## src/rtl/lsu_mem_initiator.sv

```systemverilog
// rtl/lsu_mem_initiator.sv - RV32I load/store initiator for a byte-lane data memory
// Validates width/alignment, drives one memory access, extends load data, stalls while busy.
module lsu_mem_initiator #(
  parameter int ADDR_WIDTH     = 32,
  parameter int TIMEOUT_CYCLES = 16
) (
  input  logic                  clk,
  input  logic                  reset,
  input  logic                  req_valid,
  output logic                  req_ready,
  input  logic                  req_write,
  input  logic [2:0]            req_funct3,
  input  logic [ADDR_WIDTH-1:0] req_addr,
  input  logic [31:0]           req_wdata,
  output logic                  stall,
  output logic                  resp_valid,
  output logic [31:0]           resp_rdata,
  output logic [1:0]            resp_err,
  output logic                  mem_req,
  output logic                  mem_we,
  output logic [3:0]            mem_be,
  output logic [ADDR_WIDTH-1:0] mem_addr,
  output logic [31:0]           mem_wdata,
  input  logic                  mem_gnt,
  input  logic                  mem_rvalid,
  input  logic [31:0]           mem_rdata
);

  localparam int CW = $clog2(TIMEOUT_CYCLES + 1);
  localparam logic [CW-1:0] CNT_LAST = CW'(TIMEOUT_CYCLES - 1);

  typedef enum logic [1:0] {IDLE, REQ, WAIT, RESP} state_e;

  state_e                  state_q, state_d;
  logic [CW-1:0]           cnt_q, cnt_d;
  logic                    write_q, write_d;
  logic [2:0]              funct3_q, funct3_d;
  logic [1:0]              off_q, off_d;
  logic                    mem_req_q, mem_req_d;
  logic                    mem_we_q, mem_we_d;
  logic [3:0]              mem_be_q, mem_be_d;
  logic [ADDR_WIDTH-1:0]   mem_addr_q, mem_addr_d;
  logic [31:0]             mem_wdata_q, mem_wdata_d;
  logic                    resp_valid_q, resp_valid_d;
  logic [31:0]             resp_rdata_q, resp_rdata_d;
  logic [1:0]              resp_err_q, resp_err_d;

  logic                    f3_illegal, misaligned;
  logic [3:0]              be_new;
  logic [31:0]             wdata_new;
  logic [15:0]             sh;
  logic [31:0]             load_ext;

  assign req_ready  = (state_q == IDLE);
  assign stall      = (state_q == REQ) || (state_q == WAIT) || (state_q == IDLE && req_valid);
  assign resp_valid = resp_valid_q;
  assign resp_rdata = resp_rdata_q;
  assign resp_err   = resp_err_q;
  assign mem_req    = mem_req_q;
  assign mem_we     = mem_we_q;
  assign mem_be     = mem_be_q;
  assign mem_addr   = mem_addr_q;
  assign mem_wdata  = mem_wdata_q;

  // Stores only have the signed encodings; unsigned widths are load-only.
  always_comb begin
    f3_illegal = 1'b1;
    case (req_funct3)
      3'b000, 3'b001, 3'b010: f3_illegal = 1'b0;
      3'b100, 3'b101:         f3_illegal = req_write;
      default:                f3_illegal = 1'b1;
    endcase
    misaligned = (req_funct3[1:0] == 2'b01 && req_addr[0]) ||
                 (req_funct3[1:0] == 2'b10 && req_addr[1:0] != 2'b00);
    be_new    = 4'b1111;
    wdata_new = req_wdata;
    case (req_funct3[1:0])
      2'b00: begin
        be_new    = 4'b0001 << req_addr[1:0];
        wdata_new = {4{req_wdata[7:0]}};
      end
      2'b01: begin
        be_new    = 4'b0011 << req_addr[1:0];
        wdata_new = {2{req_wdata[15:0]}};
      end
      default: begin
        be_new    = 4'b1111;
        wdata_new = req_wdata;
      end
    endcase
  end

  assign sh = 16'(mem_rdata >> {off_q, 3'b000});

  always_comb begin
    case (funct3_q)
      3'b000:  load_ext = {{24{sh[7]}}, sh[7:0]};
      3'b100:  load_ext = {24'b0, sh[7:0]};
      3'b001:  load_ext = {{16{sh[15]}}, sh[15:0]};
      3'b101:  load_ext = {16'b0, sh[15:0]};
      default: load_ext = mem_rdata;
    endcase
  end

  always_comb begin
    state_d      = state_q;
    cnt_d        = cnt_q;
    write_d      = write_q;
    funct3_d     = funct3_q;
    off_d        = off_q;
    mem_be_d     = mem_be_q;
    mem_addr_d   = mem_addr_q;
    mem_wdata_d  = mem_wdata_q;
    resp_rdata_d = resp_rdata_q;
    resp_err_d   = resp_err_q;
    case (state_q)
      IDLE: begin
        if (req_valid) begin
          write_d      = req_write;
          funct3_d     = req_funct3;
          off_d        = req_addr[1:0];
          cnt_d        = '0;
          resp_rdata_d = 32'b0;
          if (f3_illegal) begin
            resp_err_d = 2'b10;
            state_d    = RESP;
          end else if (misaligned) begin
            resp_err_d = 2'b01;
            state_d    = RESP;
          end else begin
            resp_err_d  = 2'b00;
            mem_addr_d  = {req_addr[ADDR_WIDTH-1:2], 2'b00};
            mem_be_d    = be_new;
            mem_wdata_d = wdata_new;
            state_d     = REQ;
          end
        end
      end
      REQ: begin
        cnt_d = cnt_q + CW'(1);
        if (cnt_q >= CNT_LAST) begin
          resp_err_d = 2'b11;
          state_d    = RESP;
        end else if (mem_gnt) begin
          state_d = WAIT;
        end
      end
      WAIT: begin
        cnt_d = cnt_q + CW'(1);
        if (mem_rvalid) begin
          resp_rdata_d = write_q ? 32'b0 : load_ext;
          state_d      = RESP;
        end else if (cnt_q >= CNT_LAST) begin
          resp_err_d = 2'b11;
          state_d    = RESP;
        end
      end
      default: state_d = IDLE;
    endcase
    // Request strobes and the response pulse are registered from the next state.
    mem_req_d    = (state_d == REQ);
    mem_we_d     = (state_d == REQ) && write_d;
    resp_valid_d = (state_d == RESP);
  end

  always_ff @(posedge clk or posedge reset) begin
    if (reset) begin
      state_q      <= IDLE;
      cnt_q        <= '0;
      write_q      <= 1'b0;
      funct3_q     <= 3'b0;
      off_q        <= 2'b0;
      mem_req_q    <= 1'b0;
      mem_we_q     <= 1'b0;
      mem_be_q     <= 4'b0;
      mem_addr_q   <= '0;
      mem_wdata_q  <= 32'b0;
      resp_valid_q <= 1'b0;
      resp_rdata_q <= 32'b0;
      resp_err_q   <= 2'b0;
    end else begin
      state_q      <= state_d;
      cnt_q        <= cnt_d;
      write_q      <= write_d;
      funct3_q     <= funct3_d;
      off_q        <= off_d;
      mem_req_q    <= mem_req_d;
      mem_we_q     <= mem_we_d;
      mem_be_q     <= mem_be_d;
      mem_addr_q   <= mem_addr_d;
      mem_wdata_q  <= mem_wdata_d;
      resp_valid_q <= resp_valid_d;
      resp_rdata_q <= resp_rdata_d;
      resp_err_q   <= resp_err_d;
    end
  end

endmodule

```

## config.mk

```make
export PLATFORM = sky130hd
export DESIGN_NAME = lsu_mem_initiator
export DESIGN_NICKNAME = d
export VERILOG_FILES = /design/src/rtl/lsu_mem_initiator.sv
export SDC_FILE = /design/constraint.sdc
export NUM_CORES = 1
export LEC_CHECK = 0
export BUFFER_PORTS_ARGS = -buffer_cell sky130_fd_sc_hd__clkbuf_2
export CAP_MARGIN = 40
export CORE_UTILIZATION = 49
export CTS_CLUSTER_SIZE = 16
export DETAILED_ROUTE_END_ITERATION = 12
export PLACE_DENSITY = 0.83
export SLEW_MARGIN = 20
export SYNTH_ARGS = -nofsm -noshare
export SYNTH_HDL_FRONTEND = slang
export SYNTH_SLANG_ARGS = --single-unit
```

## constraint.sdc

```tcl
create_clock -name clk -period 4.6 [get_ports clk]
set_clock_uncertainty 0.2 [all_clocks]
set_input_delay 0.23 -clock clk [delete_from_list [all_inputs] [get_ports clk]]
set_output_delay 0.23 -clock clk [all_outputs]
set_load 0.1 [all_outputs]
```

==> run metrics, run 1 <==
status=complete, no violations; postcts setup bufs=0; Root Buffer=clkbuf_8; WL met2=9.71 mm; TritonCTS clock tree=yes; Worst-path clk slew=0.06 ns; filler cell count=652; Post-Syn Area=5470 um^2; total track usage=33.5%; WP buf/inv=3; post-synthesis sequential area ratio=53.1%; max-slew violation count=0; top layer in use=met4; worst setup margin=1.80 ns; # nets final=914; total number of vias=5440; crit path max fanout=30; fraction of layout cells with a size suffix above 1=38.2%; met3 WL=1.53 mm; highest-count cells in the layout ignoring fill and taps=209 x clkbuf_2, 116 x dfrtp_1, 105 x dlygate4sd3_1; H-tree depth=4; dominant synthesized flop cell=dfrtp_1; non-filler cells, final=955; # diodes=0; Least-Margin Pin Slew=0.855 ns; global-route wire length before repair=28.9 mm; # rows=38; Initial DRC Count=389; Crit Path Class=reg -> reg; placed instance count=817; hpwl dp=10.7 mm; synth-to-layout area growth=52.8%; slowest stage delay, CP=0.46 ns; Seq cells post-synth=116; multi-input combinational cell area=2390 um^2; Mapped Avg Cell Area=11.1 um^2; min-delay worst type=in -> async; storage element area=2900 um^2; Placer Congestion=0.910; vias in the first global route=5571; largest net degree at the start of global routing=42; RSZ-0062 raised after global routing=no; number of synthesized flops with an enable pin=0; number of distinct library cells after synthesis=47; DRT Wirelength=18.9 mm; die height=108 um; fmax=0.357 GHz; DRC violations left=0; most common cell after layout, fill and taps aside=clkbuf_2; FFs w/ async S/R, synth=100%; fin crit share=60.9%; core region area=10800 um^2; drt first pass iters=5; Buffers on Ports=209; WP data required=4.80 ns; Final Hold Vio Count=0; io pins=212; Setup WS pre-CTS=1.75 ns; Startpoint Class=flop; Worst Path Arrival=3.00 ns; wire length on met1=6.82 mm; Starting Density=50.4%; critical path's slowest cell=dfrtp_1; Fin Setup TNS=0 ns; initial antenna violation count=0; TritonCTS Sinks=116; post-route ant nets=0; number of max-cap violations=0; Max Root-Sink Buffers=2; Gate Count Post-Synth=491; global route overflow=0; Worst path top cell family by delay=buffers and inverters; Setup Viol. Count Final=0; Yosys warning total=0; CP Capture Type=flop; crit path time final=2.80 ns; CP Cell Sequence=inv_1, ha_1, nand2_1, o21bai_4, buf_16, buf_4, mux2_2; Die ar.=11600 um^2; drt wl/cell=19.8 um; via/cell ratio=5.70; TritonCTS Buffers=17; clk_lat worst skew=0.52 ns; die width=108 um; final core occ=77.1%; relative slew slack=43.0%
-- Yosys cell counts, types with 2 or more instances --
| cell type | instances | area, um^2 |
|---|---|---|
| mux4_2 | 2 | 45.0 |
| mux2_2 | 43 | 484 |
| nor2b_1 | 4 | 25.0 |
| buf_6 | 2 | 22.5 |
| or2_2 | 2 | 12.5 |
| a21oi_1 | 25 | 125 |
| o21bai_1 | 3 | 22.5 |
| buf_4 | 2 | 15.0 |
| nand3_1 | 4 | 20.0 |
| o31ai_1 | 6 | 45.0 |
| inv_1 | 9 | 33.8 |
| buf_2 | 8 | 40.0 |
| nor2_1 | 26 | 97.6 |
| a31oi_1 | 2 | 12.5 |
| a21o_1 | 4 | 30.0 |
| nand2b_1 | 3 | 18.8 |
| nor4_1 | 3 | 18.8 |
| o22ai_1 | 7 | 43.8 |
| mux2i_1 | 35 | 350 |
| ha_1 | 7 | 87.6 |
| nand2_1 | 54 | 203 |
| nor3_1 | 2 | 10.0 |
| clkbuf_1 | 19 | 71.3 |
| a221o_1 | 6 | 60.1 |
| a221o_2 | 10 | 113 |
| o21ai_0 | 52 | 260 |
| a22o_1 | 7 | 61.3 |
| nor3b_1 | 4 | 30.0 |
| o2bb2ai_1 | 6 | 52.6 |
| dfrtp_1 | 116 | 2900 |
| buf_1 | 2 | 7.51 |
-- metal layers --
layer	vias to the layer above	global-route usage [%]
li1	2401	-
met1	2594	37.0
met2	366	58.9
met3	79	8.17
met4	0	18.1
met5	-	0
-- cells by family (layout without fill, tap and decap cells) --
group	Yosys count	after routing	share of synthesized area [%]
other	1	2	0.0686
AO/OA/AOI/OAI	134	134	16.1
adder cells (fa/ha/maj)	7	7	1.60
multiplexers	80	80	16.1
buffers and inverters	42	365	3.48
AND/OR/NAND/NOR	111	111	9.59
flip-flops	116	116	53.1
-- area by class of cell --
cell class | count | area share (%)
clock buffer | 22 | 5.42
clock inverter | 10 | 2.13
inverter | 9 | 0.434
multi-input combinational | 334 | 28.6
sequential | 116 | 34.7
tap | 140 | 2.10
timing repair buffer | 324 | 26.6
-- sequential cells by signal, indices dropped and copies added (netlist names) --
name,flops
write_q,1
state_q,2
mem_we,1
resp_valid,1
mem_req,1
mem_addr,30
funct3_q,3
resp_err,2
mem_wdata,32
mem_be,4
off_q,2
resp_rdata,32
cnt_q,5
-- worst min-delay path, stage by stage --
cell	delay (ns)
dlygate4sd3_1	0.54
clkbuf_2	0.13
inv_4	0.35
-- through the flow --
| stage | area [um^2] | hold slack [ns] |
|---|---|---|
| CTS | 8340 | 0.0598 |
| detailed placement | 6660 | 0.0872 |
| finish | 8350 | 0.0925 |
| global route | 8350 | 0.123 |
| global placement | 6590 | 0.253 |
| floorplan | 5470 | 0.177 |
-- what timing repair did --
action                    4_1_cts  5_1_grt
gates resized for setup         0        0
hold endpoints to repair      180        0
hold buffers                  105        0
-- path summary, 6_finish.rpt --
| path | endpoint | from | slack (ns) | cells past startpoint |
|---|---|---|---|---|
| min in group clk | state_q[1]$_DFF_PP0_ | mem_gnt | 0.10 | 5 |
| max | mem_addr[20]$_DFFE_PP0P_ | state_q[1]$_DFF_PP0_ | 1.80 | 7 |
| min reg2reg | resp_rdata[0]$_DFFE_PP0P_ | resp_rdata[0]$_DFFE_PP0P_ | 0.27 | 2 |
| max in group asynchronous | resp_valid$_DFF_PP0_ | reset | 2.95 | 5 |
| min | mem_addr[18]$_DFFE_PP0P_ | reset | 0.09 | 3 |
| max reg2reg | mem_addr[20]$_DFFE_PP0P_ | state_q[1]$_DFF_PP0_ | 1.80 | 7 |
Power of run 1 is left out: the tool's default activity adds up to more than one toggle a clock period on the data nets, which glitch-free logic cannot reach.
==> run 2, diff against run 1 <==
--- a/config.mk
+++ b/config.mk
@@ -5,12 +5,13 @@
 export SDC_FILE = /design/constraint.sdc
 export NUM_CORES = 1
 export LEC_CHECK = 0
+export ABC_AREA = 1
 export BUFFER_PORTS_ARGS = -buffer_cell sky130_fd_sc_hd__clkbuf_2
 export CAP_MARGIN = 40
-export CORE_UTILIZATION = 49
+export CORE_UTILIZATION = 45
 export CTS_CLUSTER_SIZE = 16
 export DETAILED_ROUTE_END_ITERATION = 12
-export PLACE_DENSITY = 0.83
+export PLACE_DENSITY = 0.8
 export SLEW_MARGIN = 20
 export SYNTH_ARGS = -nofsm -noshare
 export SYNTH_HDL_FRONTEND = slang
==> constraint.sdc (replaced) <==
create_clock -name clk -period 2.2 [get_ports clk]
set_clock_uncertainty 0.2 [all_clocks]
set_input_delay 0.11 -clock clk [delete_from_list [all_inputs] [get_ports clk]]
set_output_delay 0.11 -clock clk [all_outputs]
set_load 0.1 [all_outputs]
==> run 2 against run 1 <==
Against the previous run:
- critical path depth fell by 1
- flip-flop and latch count unchanged
- clock-buffer cell count shrank 2
- via count increased by 18%
- routed wire length rose by 4.6%
- worst hold slack improved by 0.039 ns
- sequential share of layout area shrank 1.3 points
- utilization is 5.7 points lower
- critical endpoint is now stall
==> run metrics, run 2 <==
status=complete, no violations; hpwl dp=11.1 mm; post-synth top area share=51.1%; top-count cell post-synth=nand2_1; max-slew violation count=0; Buffers on Ports=209; fin crit share=95.9%; Area contributors post-synth=dfrtp_1 51%, nand2_1 22%, o21ai_0 3.9%; initial antenna violation count=0; drt wl/cell=15.9 um; Startpoint Class=flop; vias in the first global route=6499; min-delay worst type=in -> reg; dominant synthesized flop cell=dfrtp_1; worst hold start=req_funct3[1]; post-route ant nets=0; # rows=40; Seq cells post-synth=116; reg2reg start=state_q[1]$_DFF_PP0_; Crit Path Class=reg -> out; die width=114 um; via/cell ratio=5.16; Post-Syn Area=5680 um^2; # nets final=1172; Least-Margin Pin Slew=0.665 ns; relative slew slack=55.7%; Final Hold Vio Count=0; storage element area=2900 um^2; WHS Path Cells=4; Starting Density=46.7%; highest-count cells in the layout ignoring fill and taps=326 x nand2_1, 208 x clkbuf_2, 115 x dfrtp_1; placed instance count=1094; DRT Wirelength=19.8 mm; FFs w/ async S/R, synth=100%; crit path time final=2.11 ns; Root Buffer=clkbuf_16; number of synthesized flops with an enable pin=0; core region area=12200 um^2; number of distinct library cells after synthesis=29; CP Capture Type=primary output; clk_lat worst skew=0.41 ns; largest net degree at the start of global routing=117; DRC violations left=0; multi-input combinational cell area=2410 um^2; R2R depth=7; H-tree depth=4; io pins=212; Worst Path Arrival=1.80 ns; fmax=0.474 GHz; Worst-path clk slew=0.06 ns; Mapped Avg Cell Area=7.66 um^2; Commonest cells post-synth=326 x nand2_1, 116 x dfrtp_1, 51 x nor2_1; Gate Count Post-Synth=741; total number of vias=6404; global route overflow=0; fraction of layout cells with a size suffix above 1=25.3%; global-route wire length before repair=32.0 mm; TritonCTS Sinks=116; # diodes=0; CP Launch Point=state_q[1]$_DFF_PP0_; crit path max fanout=5; Die ar.=13100 um^2; number of max-cap violations=0; RSZ-0062 raised after global routing=yes; synth-to-layout area growth=52.9%; WP data required=1.89 ns; cell taking the most area after synthesis=dfrtp_1; Yosys warning total=0; TritonCTS clock tree=yes; non-filler cells, final=1241; post-synthesis sequential area ratio=51.1%; TritonCTS Buffers=17; total track usage=31.8%; most common cell after layout, fill and taps aside=nand2_1; Initial DRC Count=622; filler cell count=872; die height=114 um; Placer Congestion=0.959; Setup Viol. Count Final=0; drt first pass iters=5; Max Root-Sink Buffers=2
[run 2: cell types whose count changed after synthesis, sizes merged, moves of 22 or more]
cell   before  now
nand2      54  326
mux2       43    0
inv         9   43
mux2i      35    1
nand3       4   26
nor2       26   55
[run 2: path summary, 6_finish.rpt]
kind                                               to  slack (ns)
max reg2reg                 mem_wdata[22]$_DFFE_PP0P_        0.25
min in group asynchronous  resp_rdata[25]$_DFFE_PP0P_        0.17
min reg2reg                  mem_addr[21]$_DFFE_PP0P_        0.27
max                                             stall        0.09
max in group asynchronous        state_q[1]$_DFF_PP0_        1.05
min                         mem_wdata[15]$_DFFE_PP0P_        0.13
[run 2: worst max-delay path: stages (launching register included)]
cell and delay (ns):
dfrtp_2 0.40, inv_1 0.10, ha_4 0.18, nand2_1 0.15, inv_1 0.08, or2_2 0.30, buf_12 0.17
[run 2: final cells by class]
cell class | instances | share of cell area (%)
timing repair buffer | 338 | 27.0
multi-input combinational | 542 | 27.8
sequential | 116 | 33.5
clock inverter | 12 | 2.05
tap | 168 | 2.42
clock buffer | 20 | 5.38
inverter | 45 | 1.99
[run 2: repair_timing]
action,CTS,global route
endpoints found under the hold margin,226,0
buffers inserted,1,0
setup endpoints to repair,1,8
hold buffers,114,0
gates resized for setup,0,3
[run 2: cells by family (layout without fill, tap and decap cells)]
logic type | after synthesis | count (layout) | synth area share (%)
flip-flops | 116 | 116 | 51.1
other | 1 | 2 | 0.0661
buffers and inverters | 84 | 415 | 6.83
adder cells (fa/ha/maj) | 7 | 7 | 1.54
multiplexers | 1 | 1 | 0.176
AND/OR/NAND/NOR | 417 | 417 | 29.3
AO/OA/AOI/OAI | 115 | 115 | 11.0
[run 2: per-layer routing]
layer	up-vias	share of wire [%]	GRT usage, %
met5	-	0	0
met1	2971	38	36.8
li1	2985	-	-
met4	0	3.4	16.2
met3	77	9.0	8.68
met2	371	49	54.2
[run 2: per-stage QoR]
step                hold slack, ns  util (%)  TNS [ns]  instance area [um^2]  setup WS [ns]
finish                       0.131      71.4         0                  8680         0.0907
global route                 0.154      71.4  -0.00601                  8680       -0.00601
CTS                         0.0809      71.3         0                  8670         0.0291
detailed placement           0.117      56.6         0                  6880          0.273
global placement             0.111      56.6         0                  6880          0.340
floorplan                   0.0266         -         0                  5700          0.171
Power of run 2 is left out for the same reason.
==> run 3, diff against run 2 <==
==> constraint.sdc (replaced) <==
create_clock -name clk -period 2.2 [get_ports clk]
set_clock_uncertainty 0.2 [all_clocks]
set_input_delay 0 -clock clk [delete_from_list [all_inputs] [get_ports clk]]
set_output_delay 0 -clock clk [all_outputs]
set_load 0.1 [all_outputs]
==> run 3 against run 2 <==
Against the previous run:
- sequential share of layout area decreased by 0.096 points
- maximum frequency decreased by 1.4%
- worst setup slack got worse by 0.030 ns
- largest cell class unchanged
==> run metrics, run 3 (synthesized netlist as in run 2, its figures left out) <==
global-route wire length before repair=31.9 mm; GR Util met2=54.9%; Buffers on Ports=209; # nets final=1176; CP Capture Type=flop; # rows=40; clk_lat worst skew=0.41 ns; Max Root-Sink Buffers=2; io pins=212; critical path's slowest cell=dlygate4sd3_1; Startpoint Class=input pin; fraction of layout cells with a size suffix above 1=25.1%; r2r setup slk=0.19 ns; WP data required=2.33 ns; status=complete, no violations; R2R depth=8; vias in the first global route=6547; Least-Margin Pin Slew=0.627 ns; largest net degree at the start of global routing=117; TritonCTS Sinks=116; Worst-path clk slew=0.05 ns; die width=114 um; met1 Usage GRT=37.3%; relative slew slack=58.2%; post-route ant nets=0; Worst R2R End=mem_wdata[5]$_DFFE_PP0P_; Most Crowded Layer GR=met2; DRT Wirelength=20.3 mm; CP Launch Point=req_funct3[1]; initial antenna violation count=0; CP Cell Sequence=dlygate4sd3_1, clkbuf_2, buf_4, nor2_4, nand2_1, nand2_1, a21oi_1, dlygate4sd3_1, o21ai_1; RSZ-0062 raised after global routing=yes; Final Hold Vio Count=0; met3 GRT Util=8.79%; most common cell after layout, fill and taps aside=nand2_1; core region area=12200 um^2; Placer Congestion=0.940; global route overflow=0; min-delay worst type=in -> async; reg2reg start=state_q[0]$_DFF_PP0_; non-filler cells, final=1245; post-route cell area=8700 um^2; slowest stage delay, CP=0.58 ns; placed inst area=6870 um^2; Setup Viol. Count Final=0; H-tree depth=4; number of max-cap violations=0; fmax=0.467 GHz; die height=114 um; Crit Path Class=in -> reg; Worst Path Arrival=2.27 ns; drt wl/cell=16.3 um; Root Buffer=clkbuf_16; DRC violations left=0; TritonCTS Buffers=17; Die ar.=13100 um^2; total track usage=32.2%; TritonCTS clock tree=yes; max-slew violation count=0; total number of vias=6405; crit path max fanout=34; fin crit share=97.2%; synth-to-layout area growth=53.3%; drt first pass iters=5; via/cell ratio=5.14; highest-count cells in the layout ignoring fill and taps=326 x nand2_1, 207 x clkbuf_2, 116 x dfrtp_1, 116 x dlygate4sd3_1, 50 x nor2_1; hpwl dp=11.5 mm; # diodes=0; crit path time final=2.14 ns; Initial DRC Count=608; final core occ=71.6%; Starting Density=46.7%; filler cell count=886; placed instance count=1095
## run 3: repair_timing
item | in CTS | in global routing
pin swaps | 0 | 1
setup endpoints to repair | 1 | 10
gates cloned | 0 | 0
hold buffers | 116 | 0
gates resized for setup | 2 | 8
setup buffers | 2 | 0
endpoints found under the hold margin | 228 | 0
## run 3: stage by stage
stage          worst slack, ns  hold WS (ns)  setup TNS, ns
2_1_floorplan            0.171       -0.0834              0
3_3_place_gp             0.304      0.000727              0
3_5_place_dp             0.240       0.00517              0
4_1_cts                 0.0284         0.114              0
5_1_grt                -0.0111         0.138        -0.0115
6_report                0.0607         0.122              0
## run 3: per-layer routing
layer / wire length (um) / vias up
li1: - / 2992
met1: 7810 / 2977
met2: 9970 / 366
met3: 1800 / 70
met4: 751 / 0
met5: 0 / -
## run 3: worst max-delay path by stage
| stage | slack (ns) | endpoint | depth (start not counted) |
|---|---|---|---|
| 2_1_floorplan | 0.17 | mem_addr[10]$_DFFE_PP0P_ | 9 |
| 3_3_place_gp | 0.30 | stall | 7 |
| 3_5_place_dp | 0.24 | mem_wdata[27]$_DFFE_PP0P_ | 9 |
| 4_1_cts | 0.03 | mem_wdata[25]$_DFFE_PP0P_ | 9 |
| 5_1_grt | -0.01 | mem_wdata[10]$_DFFE_PP0P_ | 9 |
| 6_report | 0.06 | mem_wdata[28]$_DFFE_PP0P_ | 9 |
## run 3: final cells by class
cell class | instances | area, um^2 | area share [%]
clock buffers | 23 | 478 | 5.49
clock inverters | 9 | 150 | 1.73
inverters | 45 | 175 | 2.01
multi-input cells | 542 | 2410 | 27.7
flip-flops and latches | 116 | 2900 | 33.4
well taps | 168 | 210 | 2.42
repair buffers | 342 | 2380 | 27.3
## run 3: worst max-delay path, delay by kind of cell
kind	cells	cell delay, ns
buffers and inverters	4	1.53
AND/OR/NAND/NOR	3	0.49
AO/OA/AOI/OAI	2	0.25
Power of run 3 is left out for the same reason.
